## config.mk

```make
export PLATFORM = sky130hd
export DESIGN_NAME = pipelined_borrow_lookahead_subtractor
export DESIGN_NICKNAME = d
export VERILOG_FILES = /design/src/rtl/pipelined_borrow_lookahead_subtractor_pkg.sv /design/src/rtl/pipelined_borrow_lookahead_subtractor_block_borrow_lookahead_unit.sv /design/src/rtl/pipelined_borrow_lookahead_subtractor.sv
export SDC_FILE = /design/constraint.sdc
export NUM_CORES = 1
export LEC_CHECK = 0
export BUFFER_PORTS_ARGS = -buffer_cell sky130_fd_sc_hd__buf_2
export CORE_UTILIZATION = 56
export DETAILED_ROUTE_END_ITERATION = 6
export HOLD_SLACK_MARGIN = 0.08
export PLACE_DENSITY = 0.77
export SLEW_MARGIN = 20
export SYNTH_ARGS = -nofsm -noshare
export SYNTH_HDL_FRONTEND = slang
export SYNTH_SLANG_ARGS = --single-unit
```

## constraint.sdc

```tcl
create_clock -name clk -period 2.65 [get_ports clk]
set_clock_uncertainty 0.15 [all_clocks]
set_input_delay 0.53 -clock clk [delete_from_list [all_inputs] [get_ports clk]]
set_output_delay 0.53 -clock clk [all_outputs]
set_load 0.01 [all_outputs]
```

## src/rtl/pipelined_borrow_lookahead_subtractor_pkg.sv

```systemverilog
// sub_pkg: shared constants, block group terms and saturation helper for the borrow-lookahead subtractor
package sub_pkg;
   localparam int BLOCK_W = 4;
   localparam int MIN_W = 8;
   localparam int MAX_W = 32;
   typedef struct packed {
      logic gg;
      logic pg;
   } grp_t;
   function automatic int nblocks(input int width);
      return width / BLOCK_W;
   endfunction
   // signed limit for a given width: most negative when neg, else most positive
   function automatic logic [MAX_W-1:0] sat_limit(input int width, input logic neg);
      logic [MAX_W-1:0] m;
      m = MAX_W'(1) << (width - 1);
      return neg ? m : m - 1'b1;
   endfunction
endpackage

```

## src/rtl/pipelined_borrow_lookahead_subtractor_block_borrow_lookahead_unit.sv

```systemverilog
// block_borrow_lookahead_unit: 4-bit borrow-lookahead cell producing group G*/P* and internal borrows
module block_borrow_lookahead_unit (
   input  logic [3:0] g,
   input  logic [3:0] p,
   input  logic       bi,
   output logic       gg,
   output logic       pg,
   output logic [3:1] bo
);
   assign bo[1] = g[0] | (p[0] & bi);
   assign bo[2] = g[1] | (p[1] & g[0]) | (p[1] & p[0] & bi);
   assign bo[3] = g[2] | (p[2] & g[1]) | (p[2] & p[1] & g[0]) | (p[2] & p[1] & p[0] & bi);
   assign gg = g[3] | (p[3] & g[2]) | (p[3] & p[2] & g[1]) | (p[3] & p[2] & p[1] & g[0]);
   assign pg = &p;
endmodule

```

## src/rtl/pipelined_borrow_lookahead_subtractor.sv

```systemverilog
// pipelined_borrow_lookahead_subtractor: two-stage valid/ready subtractor, diff = a - b - bin.
// Define SUB_SATURATE_EN to clamp diff to the signed limit on overflow.
module pipelined_borrow_lookahead_subtractor
   import sub_pkg::*;
#(
   parameter int WIDTH = 16,
   parameter int BLOCK = BLOCK_W
) (
   input  logic             clk,
   input  logic             rst,
   input  logic             in_valid,
   output logic             in_ready,
   input  logic [WIDTH-1:0] a,
   input  logic [WIDTH-1:0] b,
   input  logic             bin,
   output logic             out_valid,
   input  logic             out_ready,
   output logic [WIDTH-1:0] diff,
   output logic             bout,
   output logic             ovf,
   output logic             zero
);
   localparam int NB = nblocks(WIDTH);
   if (BLOCK != BLOCK_W || WIDTH % BLOCK_W != 0 || WIDTH < MIN_W || WIDTH > MAX_W) begin : g_bad_cfg
      $error("unsupported WIDTH/BLOCK");
   end
   typedef struct packed {
      logic [WIDTH-1:0] a;
      logic [WIDTH-1:0] b;
      logic             bin;
      grp_t [NB-1:0]    grp;
   } s1_t;
   s1_t s1;
   logic s1_valid, s2_advance, s1_advance, accept;
   logic [WIDTH-1:0] g1, p1, g2, p2, brw, raw, diff_n;
   logic [NB-1:0] gs, ps;
   logic [NB:0] bk;
   logic ovf_n;
   grp_t [NB-1:0] grp1;
   assign s2_advance = ~out_valid | out_ready;
   assign s1_advance = s1_valid & s2_advance;
   assign in_ready = ~s1_valid | s2_advance;
   assign accept = in_valid & in_ready;
   assign g1 = ~a & b;
   assign p1 = ~(a ^ b);
   assign g2 = ~s1.a & s1.b;
   assign p2 = ~(s1.a ^ s1.b);
   for (genvar k = 0; k < NB; k++) begin : g_blk
      logic [3:1] unused_bo1, bo2;
      logic unused_gg2, unused_pg2;
      block_borrow_lookahead_unit u_s1 (
         .g(g1[4*k +: 4]), .p(p1[4*k +: 4]), .bi(1'b0),
         .gg(grp1[k].gg), .pg(grp1[k].pg), .bo(unused_bo1)
      );
      block_borrow_lookahead_unit u_s2 (
         .g(g2[4*k +: 4]), .p(p2[4*k +: 4]), .bi(bk[k]),
         .gg(unused_gg2), .pg(unused_pg2), .bo(bo2)
      );
      assign brw[4*k +: 4] = {bo2, bk[k]};
      assign gs[k] = s1.grp[k].gg;
      assign ps[k] = s1.grp[k].pg;
   end
   // inter-block borrows: one lookahead cell covers up to four blocks, wider words ripple the group terms
   if (NB <= 4) begin : g_top_cla
      logic tgg, tpg;
      logic [3:1] tb;
      block_borrow_lookahead_unit u_top (
         .g(4'(gs)), .p(4'(ps)), .bi(s1.bin), .gg(tgg), .pg(tpg), .bo(tb)
      );
      assign bk = (NB+1)'({tgg | (tpg & s1.bin), tb, s1.bin});
   end else begin : g_top_ripple
      always_comb begin
         logic c;
         c = s1.bin;
         bk = '0;
         bk[0] = c;
         for (int i = 0; i < NB; i++) begin
            c = gs[i] | (ps[i] & c);
            bk[i+1] = c;
         end
      end
   end
   assign raw = s1.a ^ s1.b ^ brw;
   assign ovf_n = (s1.a[WIDTH-1] != s1.b[WIDTH-1]) & (raw[WIDTH-1] != s1.a[WIDTH-1]);
`ifdef SUB_SATURATE_EN
   assign diff_n = ovf_n ? WIDTH'(sat_limit(WIDTH, s1.a[WIDTH-1])) : raw;
`else
   assign diff_n = raw;
`endif
   always_ff @(posedge clk or posedge rst) begin
      if (rst) begin
         s1 <= '0;
         s1_valid <= 1'b0;
         out_valid <= 1'b0;
         diff <= '0;
         bout <= 1'b0;
         ovf <= 1'b0;
         zero <= 1'b0;
      end else begin
         if (accept) begin
            s1.a <= a;
            s1.b <= b;
            s1.bin <= bin;
            s1.grp <= grp1;
         end
         s1_valid <= accept | (s1_valid & ~s1_advance);
         if (s2_advance) out_valid <= s1_valid;
         if (s1_advance) begin
            diff <= diff_n;
            bout <= bk[NB];
            ovf <= ovf_n;
            zero <= ~|diff_n;
         end
      end
   end
endmodule

```

# [Word-level counts from Yosys, hierarchy flattened]
# Cells that the tools add are included.
# Widths: inputs -> output; s select.
[op_classes] n_eq_ne=2 n_bitwise=136 reduce_logical=7
[op_table] cell="$and 1x1->1" count=75
[op_table] cell="$or 1x1->1" count=49
[op_table] cell="$xor 16x16->16" count=3
[op_table] cell="$not 16->16" count=2
[op_table] cell="$not 15->15" count=2
[op_table] cell="$reduce_and 4->1" count=5
[op_table] cell="$and 16x16->16" count=1
[op_table] cell="$reduce_or 16->1" count=1
[op_table] cell="$and 15x15->15" count=1
[op_table] cell="$not 1->1" count=3
[op_table] cell="$ne 1x1->1" count=2
[op_table] cell="$logic_not 1->1" count=1
[totals] regBits=62 inputBits=37 out_inout_bits=21 word_cells=162

# [Logic depth before layout (Yosys ltp)]
[logic_depth] depth_word=9 mapped_depth=8 mapped_depth_nobuf=8

# [Hierarchy]
# Synthesis repeated with hierarchy kept, for this count alone.
[unflattened] hier_cells=343 hier_area_um2=3480.8
[modules_own_cells] mod="pipelined_borrow_lookahead_subtractor" n_inst=1 cells_each=262 area_per_inst_um2=2951.6 seq_area_each_um2=1551.5
[modules_own_cells] mod="block_borrow_lookahead_unit" n_inst=9 cells_each=9 area_per_inst_um2=58.8 seq_area_each_um2=0.0

# [Worst setup path after synthesis]
# No wires, ideal clock.
[synth_timing] path_kind="reg2reg" from="register s1 (netlist bit bk[0])" to="register zero" arrival_time_ns=2.075 required_time_ns=2.424 setup_slack_ns=0.349 stages_incl_launch_ff=9 period_less_slack_ns=2.301 path_cell_list="dfrtp_1 > a211oi_4 > o21bai_1 > fa_1 > and4_1 > nand2_1 > nor4_1 > nand4_1 > o21ai_1"
[synth_between] elab_chain_len=7 elab_cells_between_ends=33 classes_between="bitwise (31); reduce/logical (2)"
[synth_rtl] element="start: declaration" line_no="pipelined_borrow_lookahead_subtractor.sv:33" rtl="s1_t s1;"
[synth_rtl] element="$and 1x1->1 (on tied branches)" line_no="pipelined_borrow_lookahead_subtractor_block_borrow_lookahead_unit.sv:12, pipelined_borrow_lookahead_subtractor_block_borrow_lookahead_unit.sv:10, pipelined_borrow_lookahead_subtractor_block_borrow_lookahead_unit.sv:11"
[synth_rtl] element="$or 1x1->1 (on tied branches)" line_no="pipelined_borrow_lookahead_subtractor_block_borrow_lookahead_unit.sv:12, pipelined_borrow_lookahead_subtractor_block_borrow_lookahead_unit.sv:10, pipelined_borrow_lookahead_subtractor_block_borrow_lookahead_unit.sv:11"
[synth_rtl] element="$and 1x1->1 (on tied branches)" line_no="pipelined_borrow_lookahead_subtractor_block_borrow_lookahead_unit.sv:12, pipelined_borrow_lookahead_subtractor_block_borrow_lookahead_unit.sv:10, pipelined_borrow_lookahead_subtractor_block_borrow_lookahead_unit.sv:11"
[synth_rtl] element="$or 1x1->1 (on tied branches)" line_no="pipelined_borrow_lookahead_subtractor_block_borrow_lookahead_unit.sv:12, pipelined_borrow_lookahead_subtractor_block_borrow_lookahead_unit.sv:10, pipelined_borrow_lookahead_subtractor_block_borrow_lookahead_unit.sv:11"
[synth_rtl] element="$xor 16x16->16 (*)" line_no="pipelined_borrow_lookahead_subtractor.sv:83" rtl="assign raw = s1.a ^ s1.b ^ brw;"
[synth_rtl] element="$reduce_or 16->1 (*)" line_no="pipelined_borrow_lookahead_subtractor.sv:112" rtl="zero <= ~|diff_n;"
[synth_rtl] element="$logic_not 1->1 (*)" line_no="pipelined_borrow_lookahead_subtractor.sv:112"
[synth_rtl] element="end signal: assignment" line_no="pipelined_borrow_lookahead_subtractor.sv:112"
[synth_rtl] element="end: declaration" line_no="pipelined_borrow_lookahead_subtractor.sv:21" rtl="output logic zero"
# Mark *: on every way between the ends. The rest lies on a longest branch, timed or not.
# A chain may end at the register's enable or synchronous reset.

# [Worst setup path after layout]
[layout_timing] from="register s1 (netlist bit gs[1])" to="register zero"
[layout_between] elab_chain_len=9 elab_cells_between_ends=21 classes_between="bitwise (19); reduce/logical (2)"
[layout_rtl] element="$and 1x1->1" line_no="pipelined_borrow_lookahead_subtractor_block_borrow_lookahead_unit.sv:12" rtl="assign bo[3] = g[2] | (p[2] & g[1]) | (p[2] & p[1] & g[0]) | (p[2] & p[1] & p[0] & bi);"
[layout_rtl] element="$or 1x1->1 (3 in a row)" line_no="pipelined_borrow_lookahead_subtractor_block_borrow_lookahead_unit.sv:12"
[layout_rtl] element="$and 1x1->1 (on tied branches)" line_no="pipelined_borrow_lookahead_subtractor_block_borrow_lookahead_unit.sv:12, pipelined_borrow_lookahead_subtractor_block_borrow_lookahead_unit.sv:10, pipelined_borrow_lookahead_subtractor_block_borrow_lookahead_unit.sv:11"
[layout_rtl] element="$or 1x1->1 (on tied branches)" line_no="pipelined_borrow_lookahead_subtractor_block_borrow_lookahead_unit.sv:12, pipelined_borrow_lookahead_subtractor_block_borrow_lookahead_unit.sv:10, pipelined_borrow_lookahead_subtractor_block_borrow_lookahead_unit.sv:11"
[layout_rtl] element="$xor 16x16->16 (*)" line_no="pipelined_borrow_lookahead_subtractor.sv:83"
[layout_rtl] element="$reduce_or 16->1 (*)" line_no="pipelined_borrow_lookahead_subtractor.sv:112"
[layout_rtl] element="$logic_not 1->1 (*)" line_no="pipelined_borrow_lookahead_subtractor.sv:112"
# Marked as above.

==> out/results.ini <==
[final_layout]
multiInputGateArea_um2=1653
drive_gt1_share_pct=24.31
nets=463
fillerInstances=434
instances_no_fill=471
regArea_um2=1551
antenna_cells=0
syn_to_final_growth_pct=17.35

[global_route]
grt_max_degree=66
grt_usage_pct=23.49
grt_first_pass_wirelength_um=11120
grt_pass1_vias=2461
antenna_found_initial=0
grt_overflow=0

[placed_design]
dp_hpwl_um=5011
dpl.cell_count=455
gp_congestion=0.9246
io_buffers=57
pre_cts_slack_ns=0.2316

[drt]
drt_pass1_iterations=4
wl_um=6546
drtAntennaViolNets=0
wl_per_cell_um=13.90
detail_route.vias_per_cell=5.378
drc_errors=0
drt-initial-drc-count=98
vias=2533

[timing]
fin_crit_sh_pct=91.83
layout_setup_ws_ns=0.2165
rsz0062_at_grt=false
hold_viol_final=0
setup_viol=0
min_period_ns=2.434
slew_headroom_pct=56.43
worst_pin_slew_ns=0.6525
maxSlewViolCount=0
tns_ns=0
fmax_mhz=410.9

[synth]
syn_inst=333
synth_edf_count=0
synth_nets=402
synth-seq-cells=62
ys.flop_type=dfrtp_1
ys_types=41
synth-async-reset-ratio_pct=100.0
syn_area_um2=3367
yosysWarnings=0
syn_area_per_cell_um2=10.11
synth-seq-area-share_pct=46.08

[worst_setup_path]
critical_path_class=flop to flop
crit_required_ns=2.76
critical_path.startpoint_type=flop
path_max_fanout=6
cp_data_arrival_time_ns=2.55
end_kind=flop

[run_status]
outcome=finished, final reports clean

[clock_network]
h-tree-depth=3
path_clk_slew_ns=0.06
numCtsBuffers=9
cts.sinks=62
worstSkewPairLatency_ns=0.34
cts_hold_buf=0
cts_root_buf=clkbuf_8
cts_resized=0
clk_path_buf_depth=2
post-cts-setup-buffers=0
cts_tree=yes

[floorplanning]
die_w_um=79.54
start_util_pct=59.68
rows=27
coreArea_um2=5642
die_y_um=79.54
io_pins=58
dieArea_um2=6327

[power]
ir_worst_vdd_uv=404.0
p_leak_nw=1.996
power_density_nw_per_um2=776.9

[run]
cap_violations=0

[worst_hold_path]
hp-class=primary input to async pin

cells by family after synthesis:
family                   share of synthesized area, %
AO/OA/AOI/OAI                                   14.57
XOR/XNOR                                        4.199
adder cells (fa/ha/maj)                         12.78
buffers and inverters                           4.905
flip-flops                                      46.08
multiplexers                                    5.686
AND/OR/NAND/NOR                                 11.78
per-layer routing:
| metal | vias up | share of wire [%] | global-route usage, % |
|---|---|---|---|
| li1 | 1272 | - | - |
| met1 | 1174 | 47 | 31.58 |
| met2 | 72 | 46 | 35.73 |
| met3 | 15 | 5.0 | 5.371 |
| met4 | 0 | 2.2 | 11.45 |
| met5 | - | 0 | 0 |
metrics by stage:
stage / utilization, % / hold slack (ns) / cell area (um2) / total power, W
CTS: 70.04 / 0.1374 / 3951 / 0.003090
detailed placement: 66.49 / 0.3150 / 3751 / 0.002250
finish: 70.04 / 0.1265 / 3951 / 0.003070
floorplan: - / 0.2965 / 3367 / 0.001910
global placement: 66.49 / 0.3079 / 3751 / 0.002214
global route: 70.04 / 0.1837 / 3951 / 0.003272
flip-flops by register name, indices dropped and copies added (netlist names):
signal and cells:
s1_valid 1, bk 1, out_valid 1, zero 1, diff 16, ps 4, ovf 1, gs 4
s1 32, bout 1
cell usage after synthesis (2+ instances only):
master,number,area share (%)
dfrtp_1,62,46
xor2_1,5,1.3
o21ai_0,42,6.2
fa_1,4,2.4
clkbuf_1,4,0.45
o21ai_1,4,0.59
a21o_1,11,2.5
o211ai_1,2,0.45
mux2_2,17,5.7
nand4_1,6,1.1
nand2b_1,4,0.74
xnor3_1,2,1.3
or3_1,2,0.37
nand2_1,48,5.4
buf_1,3,0.33
inv_1,33,3.7
nor3b_1,2,0.45
xnor2_1,6,1.6
buf_2,3,0.45
ha_1,28,10
nor2_1,6,0.67
nor4_1,2,0.37
a211oi_1,2,0.45
nand3_1,5,0.74
a21oi_1,14,2.1
layout make-up:
type / instances / area share [%]
clock buffers: 12 / 3.927
flip-flops and latches: 62 / 39.27
multi-input cells: 228 / 41.83
repair buffers: 60 / 8.423
clock inverters: 4 / 1.140
inverters: 33 / 3.135
well taps: 72 / 2.280
worst paths after layout:
check | end | startpoint | slack, ns | depth (start not counted)
min reg2reg | bout | bout | 0.32 | 2
max in group asynchronous | s1[9] | rst | 1.63 | 3
min | diff[0] | rst | 0.13 | 2
max reg2reg | zero | gs[1] | 0.22 | 8
min in group clk | s1_valid | in_valid | 0.27 | 2
max | zero | gs[1] | 0.22 | 8
layout by cell type, fill, tap and decap left out, drive strengths merged, types with 2 or more instances in the layout:
cell and count:
a211oi 3, a21o 11, a21oi 14, buf 60, clkbuf 12, clkinv 3, dfrtp 62, fa 4
ha 28, inv 33, mux2 17, nand2 49, nand2b 4, nand3 5, nand4 6, nor2 6
nor3b 2, nor4 2, o211ai 2, o21ai 46, or3 2, xnor2 6, xnor3 2, xor2 5
critical path, stage by stage, from the launching register on:
cell      delay (ns)
dfrtp_1         0.44
a211oi_4        0.34
o21bai_1        0.17
fa_1            0.53
and4_1          0.18
nand2_1         0.05
nor4_1          0.26
nand4_1         0.12
o21ai_1         0.12
report_power, final:
group          internal (W)  switching (W)
sequential          0.00114       0.000132
clock              0.000481       0.000348
combinational      0.000427       0.000538
Power figures use the tool's default switching activity.
